==> config.mk <==
export PLATFORM = sky130hd
export DESIGN_NAME = async_ram_ctrl
export DESIGN_NICKNAME = d
export VERILOG_FILES = /design/src/rtl/async_ram_ctrl.sv
export SDC_FILE = /design/constraint.sdc
export NUM_CORES = 1
export LEC_CHECK = 0
export CAP_MARGIN = 20
export CORE_UTILIZATION = 60
export CTS_BUF_LIST = sky130_fd_sc_hd__clkbuf_8 sky130_fd_sc_hd__clkbuf_16
export DETAILED_ROUTE_END_ITERATION = 8
export DONT_BUFFER_PORTS = 1
export GPL_TIMING_DRIVEN = 0
export PLACE_DENSITY = 0.73
export SLEW_MARGIN = 5
export SYNTH_ARGS = -nofsm -noshare
export SYNTH_HDL_FRONTEND = slang
export SYNTH_SLANG_ARGS = --single-unit
==> constraint.sdc <==
create_clock -name clk -period 2.4 [get_ports clk]
set_input_delay 0.6 -clock clk [delete_from_list [all_inputs] [get_ports clk]]
set_output_delay 0.6 -clock clk [all_outputs]
set_load 0.03 [all_outputs]
==> src/rtl/async_ram_ctrl.sv <==
// async_ram_ctrl: sequences single read/write accesses onto the pins of an
// asynchronous RAM behind a valid/ready request port.
//
// Ports:
//   clk, rst            rising-edge clock, synchronous active-high reset
//   req_valid/ready     request handshake; req_ready only in IDLE
//   req_rw/addr/wdata   captured on the transfer edge (rw: 1 = write)
//   rsp_valid           one-cycle strobe when an access completes
//   rsp_rdata           last read data, held until the next read
//   busy                high whenever the controller is not IDLE
//   ram_cs/rw/addr/d_in registered RAM pin drive
//   ram_d_out           asynchronous RAM read data
//
// Access sequence: IDLE -> SETUP -> ACCESS (ACCESS_CYCLES) -> HOLD -> IDLE.
// Address and data are set up one cycle before rw rises and held one cycle
// after it falls, so the RAM sees clean setup/hold around the strobe.
module async_ram_ctrl #(
  parameter int addr_size     = 10,
  parameter int data_size     = 8,
  parameter int ACCESS_CYCLES = 2
) (
  input  logic                 clk,
  input  logic                 rst,
  input  logic                 req_valid,
  output logic                 req_ready,
  input  logic                 req_rw,
  input  logic [addr_size-1:0] req_addr,
  input  logic [data_size-1:0] req_wdata,
  output logic                 rsp_valid,
  output logic [data_size-1:0] rsp_rdata,
  output logic                 busy,
  output logic                 ram_cs,
  output logic                 ram_rw,
  output logic [addr_size-1:0] ram_addr,
  output logic [data_size-1:0] ram_d_in,
  input  logic [data_size-1:0] ram_d_out
);

  if (ACCESS_CYCLES < 1) begin : g_bad_cfg
    $error("async_ram_ctrl: ACCESS_CYCLES must be >= 1");
  end

  // Counter only has to hold ACCESS_CYCLES-1.
  localparam int CW =
    (ACCESS_CYCLES > 1) ? $clog2(ACCESS_CYCLES) : 1;

  localparam logic [CW-1:0] CNT_LOAD =
    CW'(ACCESS_CYCLES - 1);

  typedef enum logic [1:0] {
    IDLE   = 2'd0,
    SETUP  = 2'd1,
    ACCESS = 2'd2,
    HOLD   = 2'd3
  } state_e;

  state_e               state_q, state_d;
  logic [CW-1:0]        cnt_q, cnt_d;
  logic                 rw_q, rw_d;
  logic                 ready_q, ready_d;
  logic                 busy_q, busy_d;
  logic                 rsp_valid_q, rsp_valid_d;
  logic [data_size-1:0] rdata_q, rdata_d;
  logic                 cs_q, cs_d;
  logic                 ram_rw_q, ram_rw_d;
  logic [addr_size-1:0] addr_q, addr_d;
  logic [data_size-1:0] din_q, din_d;

  always_comb begin
    state_d     = state_q;
    cnt_d       = cnt_q;
    rw_d        = rw_q;
    ready_d     = ready_q;
    busy_d      = busy_q;
    rsp_valid_d = 1'b0;
    rdata_d     = rdata_q;
    cs_d        = cs_q;
    ram_rw_d    = ram_rw_q;
    addr_d      = addr_q;
    din_d       = din_q;

    unique case (state_q)
      IDLE: begin
        if (req_valid && ready_q) begin
          state_d  = SETUP;
          rw_d     = req_rw;
          addr_d   = req_addr;
          din_d    = req_wdata;
          cs_d     = 1'b1;
          ram_rw_d = 1'b0;
          ready_d  = 1'b0;
          busy_d   = 1'b1;
        end
      end
      SETUP: begin
        state_d  = ACCESS;
        cnt_d    = CNT_LOAD;
        ram_rw_d = rw_q;
      end
      ACCESS: begin
        if (cnt_q == '0) begin
          state_d     = HOLD;
          ram_rw_d    = 1'b0;
          rsp_valid_d = 1'b1;
          // Sample the RAM while cs/addr are still stable.
          if (!rw_q) begin
            rdata_d = ram_d_out;
          end
        end else begin
          cnt_d = cnt_q - 1'b1;
        end
      end
      HOLD: begin
        state_d = IDLE;
        cs_d    = 1'b0;
        ready_d = 1'b1;
        busy_d  = 1'b0;
      end
      default: begin
        state_d  = IDLE;
        cs_d     = 1'b0;
        ram_rw_d = 1'b0;
        ready_d  = 1'b1;
        busy_d   = 1'b0;
      end
    endcase
  end

  always_ff @(posedge clk) begin
    if (rst) begin
      state_q     <= IDLE;
      cnt_q       <= '0;
      rw_q        <= 1'b0;
      ready_q     <= 1'b1;
      busy_q      <= 1'b0;
      rsp_valid_q <= 1'b0;
      rdata_q     <= '0;
      cs_q        <= 1'b0;
      ram_rw_q    <= 1'b0;
      addr_q      <= '0;
      din_q       <= '0;
    end else begin
      state_q     <= state_d;
      cnt_q       <= cnt_d;
      rw_q        <= rw_d;
      ready_q     <= ready_d;
      busy_q      <= busy_d;
      rsp_valid_q <= rsp_valid_d;
      rdata_q     <= rdata_d;
      cs_q        <= cs_d;
      ram_rw_q    <= ram_rw_d;
      addr_q      <= addr_d;
      din_q       <= din_d;
    end
  end

  assign req_ready = ready_q;
  assign busy      = busy_q;
  assign rsp_valid = rsp_valid_q;
  assign rsp_rdata = rdata_q;
  assign ram_cs    = cs_q;
  assign ram_rw    = ram_rw_q;
  assign ram_addr  = addr_q;
  assign ram_d_in  = din_q;

endmodule

==> results.sh <==
export IMPL_crit_fanout=3
export IMPL_critPathArrivalTime_ns=1.04
export IMPL_maxCapViolations=0
export IMPL_seq_area_frac_synth_pct=50.6
export IMPL_hold_viol_final=0
export IMPL_first_iter_violations=17
export IMPL_relSlewSlack_pct=68.1
export IMPL_power_frac_clock_pct=24.5
export IMPL_critPathCapture="ram_cs"
export IMPL_worst_r2r_endpoint="ram_addr[7]"
export IMPL_clock_skew_ns=0.00332
export IMPL_worst_pin_slew_ns=0.479
export IMPL_synth_warnings=0
export IMPL_place_hpwl_um=1840
export IMPL_p_sw_mw=0.774
export IMPL_power_density_nw_per_um2=1350
export IMPL_slew_violations=0
export IMPL_fp_dieH_um=49.4
export IMPL_ant_nets=0
export IMPL_cp_slowest_cell="dfxtp_1"
export IMPL_p_comb_share_pct=27.1
export IMPL_cts_tree="yes"
export IMPL_crit_type="flip-flop to output port"
export IMPL_initial_utilization_pct=65.9
export IMPL_htree_levels=2
export IMPL_yosys_area_top_type="dfxtp_1"
export IMPL_rr_worst_depth=6
export IMPL_die_area_um2=2440
export IMPL_syn_avg_cell_area_um2=9.22
export IMPL_drive_gt1_share_pct=13.0
export IMPL_fin_cells=181
export IMPL_rrSetupSlack_ns=0.92
export IMPL_finalSetupTns_ns=0
export IMPL_timing_fmax_ghz=0.611
export IMPL_gp_congestion=0.755
export IMPL_vias_per_cell=5.51
export IMPL_synth_edf_count=0
export IMPL_yosysTopAreaCellShare_pct=50.6
export IMPL_clkLatencyLatePin_ns=0.28
export IMPL_intPower_mw=1.23
export IMPL_holdWs_ns=0.449
export IMPL_critPathTopFamily="flip-flops"
export IMPL_clock_sinks=34
export IMPL_holdCritPathClass="primary input to flip-flop"
export IMPL_core_um2=2040
export IMPL_clk_pin_slew_ns=0.06
export IMPL_worstPathRequired_ns=1.80
export IMPL_synthTopCellsByCount="nand2_1 (40), dfxtp_1 (34), a21oi_1 (17), nor2_1 (9), mux2i_1 (8)"
export IMPL_synth_cell_area_um2=1350
export IMPL_diodes=0
export IMPL_startpoint="ram_cs"
export IMPL_grt_total_usage_pct=22.2
export IMPL_synthToLayoutAreaGrowth_pct=10.4
export IMPL_synthTopCellsByArea="dfxtp_1 (51%), nand2_1 (11%), a21oi_1 (6.3%)"
export IMPL_drt_wl_total_um=2530
export IMPL_postCtsHoldBufs=0
export IMPL_p_seq_share_pct=48.5
export IMPL_vias=997
export IMPL_overflow=0
export IMPL_switching_share_pct=38.6
export IMPL_crit_chain="buf_4"
export IMPL_synth_most_common_cell="nand2_1"
export IMPL_route_detailed_drc=0
export IMPL_ctsResizeCount=0
export IMPL_min_period_ns=1.64
export IMPL_layout_setup_ws_ns=0.763
export IMPL_cts_buffers=5
export IMPL_io_buffers=0
export IMPL_nFillCells=169
export IMPL_syn_num_nets=181
export IMPL_post_cts_setup_buffer_count=0
export IMPL_crit_cells=1
export IMPL_die_w_um=49.4
export IMPL_placed_cells=173
export IMPL_cp_slowest_stage_delay_ns=0.53
export IMPL_end_kind="output port"
export IMPL_p_leak_nw=0.565
export IMPL_pre_cts_slack_ns=0.935
export IMPL_drtPass1Iterations=4
export IMPL_rsz0062_at_grt="false"
export IMPL_clock_root_buffer="clkbuf_8"
export IMPL_vdd_ir_drop_max_mv=0.939
export IMPL_avgRoutedWirePerCell_um=14.0
export IMPL_grt_max_degree=11
export IMPL_async_flop_share_pct=0
export IMPL_setup_viol=0
export IMPL_synth_ff_type="dfxtp_1"
export IMPL_r2r_start="state_q[1]"
export IMPL_period_share_pct=68.2
export IMPL_num_rows=16
export IMPL_status="finished clean"
export IMPL_synth_cells=146
export IMPL_cts_buffer_depth=2
export IMPL_synth_distinct_cells=29
export IMPL_synth_seq_cells=34
export IMPL_crit_buf_inv=1
export IMPL_grt_pass1_wl_um=3960
export IMPL_ios=61
export IMPL_grt_pass1_vias=888
export IMPL_fin_nets=188
export IMPL_antenna_found_initial=0
export IMPL_cp_start_kind="flip-flop"
[per-stage QoR]
| step | util, % | power, mW | instance area [um2] |
|---|---|---|---|
| after floorplan | - | 1.42 | 1350 |
| after global placement | 67.6 | 1.49 | 1380 |
| after detailed placement | 67.6 | 1.52 | 1380 |
| after CTS | 72.8 | 2.02 | 1490 |
| after global routing | 72.8 | 2.12 | 1490 |
| final | 72.8 | 2.01 | 1490 |
[sequential cells by signal (all words and copies together), names as in the netlist, 2 cells and up]
signal	flops
ram_addr	10
ram_d_in	8
rsp_rdata	8
state_q	2
[worst min-delay path by stage]
stage          slack [ns]  cells past startpoint         start          end
3_5_place_dp         0.49                      1         cnt_q    rsp_valid
2_1_floorplan        0.46                      1         cnt_q    rsp_valid
5_1_grt              0.44                      2  req_wdata[4]  ram_d_in[4]
4_1_cts              0.44                      2  req_wdata[7]  ram_d_in[7]
6_report             0.45                      2  req_wdata[7]  ram_d_in[7]
3_3_place_gp         0.49                      1         cnt_q    rsp_valid
[power by group through the flow]
stage / Clock [mW] / Combinational [mW] / Sequential (mW)
after floorplan: 0 / 0.456 / 0.960
after global placement: 0 / 0.516 / 0.979
after detailed placement: 0 / 0.541 / 0.983
after CTS: 0.503 / 0.543 / 0.973
after global routing: 0.528 / 0.602 / 0.990
final: 0.491 / 0.543 / 0.972
[area by class of cell]
class / count / area (um2) / share of cell area, %
Clock buffer: 5 / 68.8 / 4.63
Sequential cell: 34 / 681 / 45.8
Buffer: 8 / 63.8 / 4.29
Tap cell: 27 / 33.8 / 2.27
Multi-Input combinational cell: 101 / 591 / 39.7
Clock inverter: 3 / 37.5 / 2.53
Inverter: 3 / 11.3 / 0.758
[cell families (layout without fill, tap and decap cells)]
kind of cell / Yosys count / after routing / synth area share, %
AOI/OAI and AO/OA: 31 / 31 / 14.7
adders and majority gates: 5 / 5 / 4.65
buffers and inverters: 11 / 19 / 5.58
DFF: 34 / 34 / 50.6
muxes: 8 / 8 / 5.95
and+or+nand+nor: 57 / 57 / 18.6
[cell usage in the layout (no fill, tap or decap)]
cell type / instances
inv_1: 5
nand3_1: 1
a21oi_1: 17
clkbuf_1: 2
clkbuf_8: 5
ha_1: 5
nand3_2: 1
a21oi_2: 4
o41ai_1: 1
o311a_1: 1
nor3b_1: 1
o21ai_0: 2
o21ai_1: 1
buf_6: 4
and3_4: 1
buf_1: 1
buf_4: 1
o22ai_1: 1
dfxtp_1: 34
a21bo_2: 1
mux2i_1: 8
nand2_1: 40
bufinv_16: 1
nor3b_2: 1
nor2_1: 9
nor2b_1: 1
nand3b_1: 1
o311ai_1: 1
a21boi_2: 1
a211oi_1: 1
and2_1: 1
[per-layer routing]
metal  share of wire, %  vias to the layer above  track usage, %  wire length [um]
met1                 42                      446            26.5              1050
li1                   -                      497               -                 -
met2                 46                       52            31.5              1150
met4               0.67                        0            11.4                17
met3                 12                        2            12.5               307
met5                  0                        -               0                 0
Note: power is estimated with default switching activity, not from simulation.
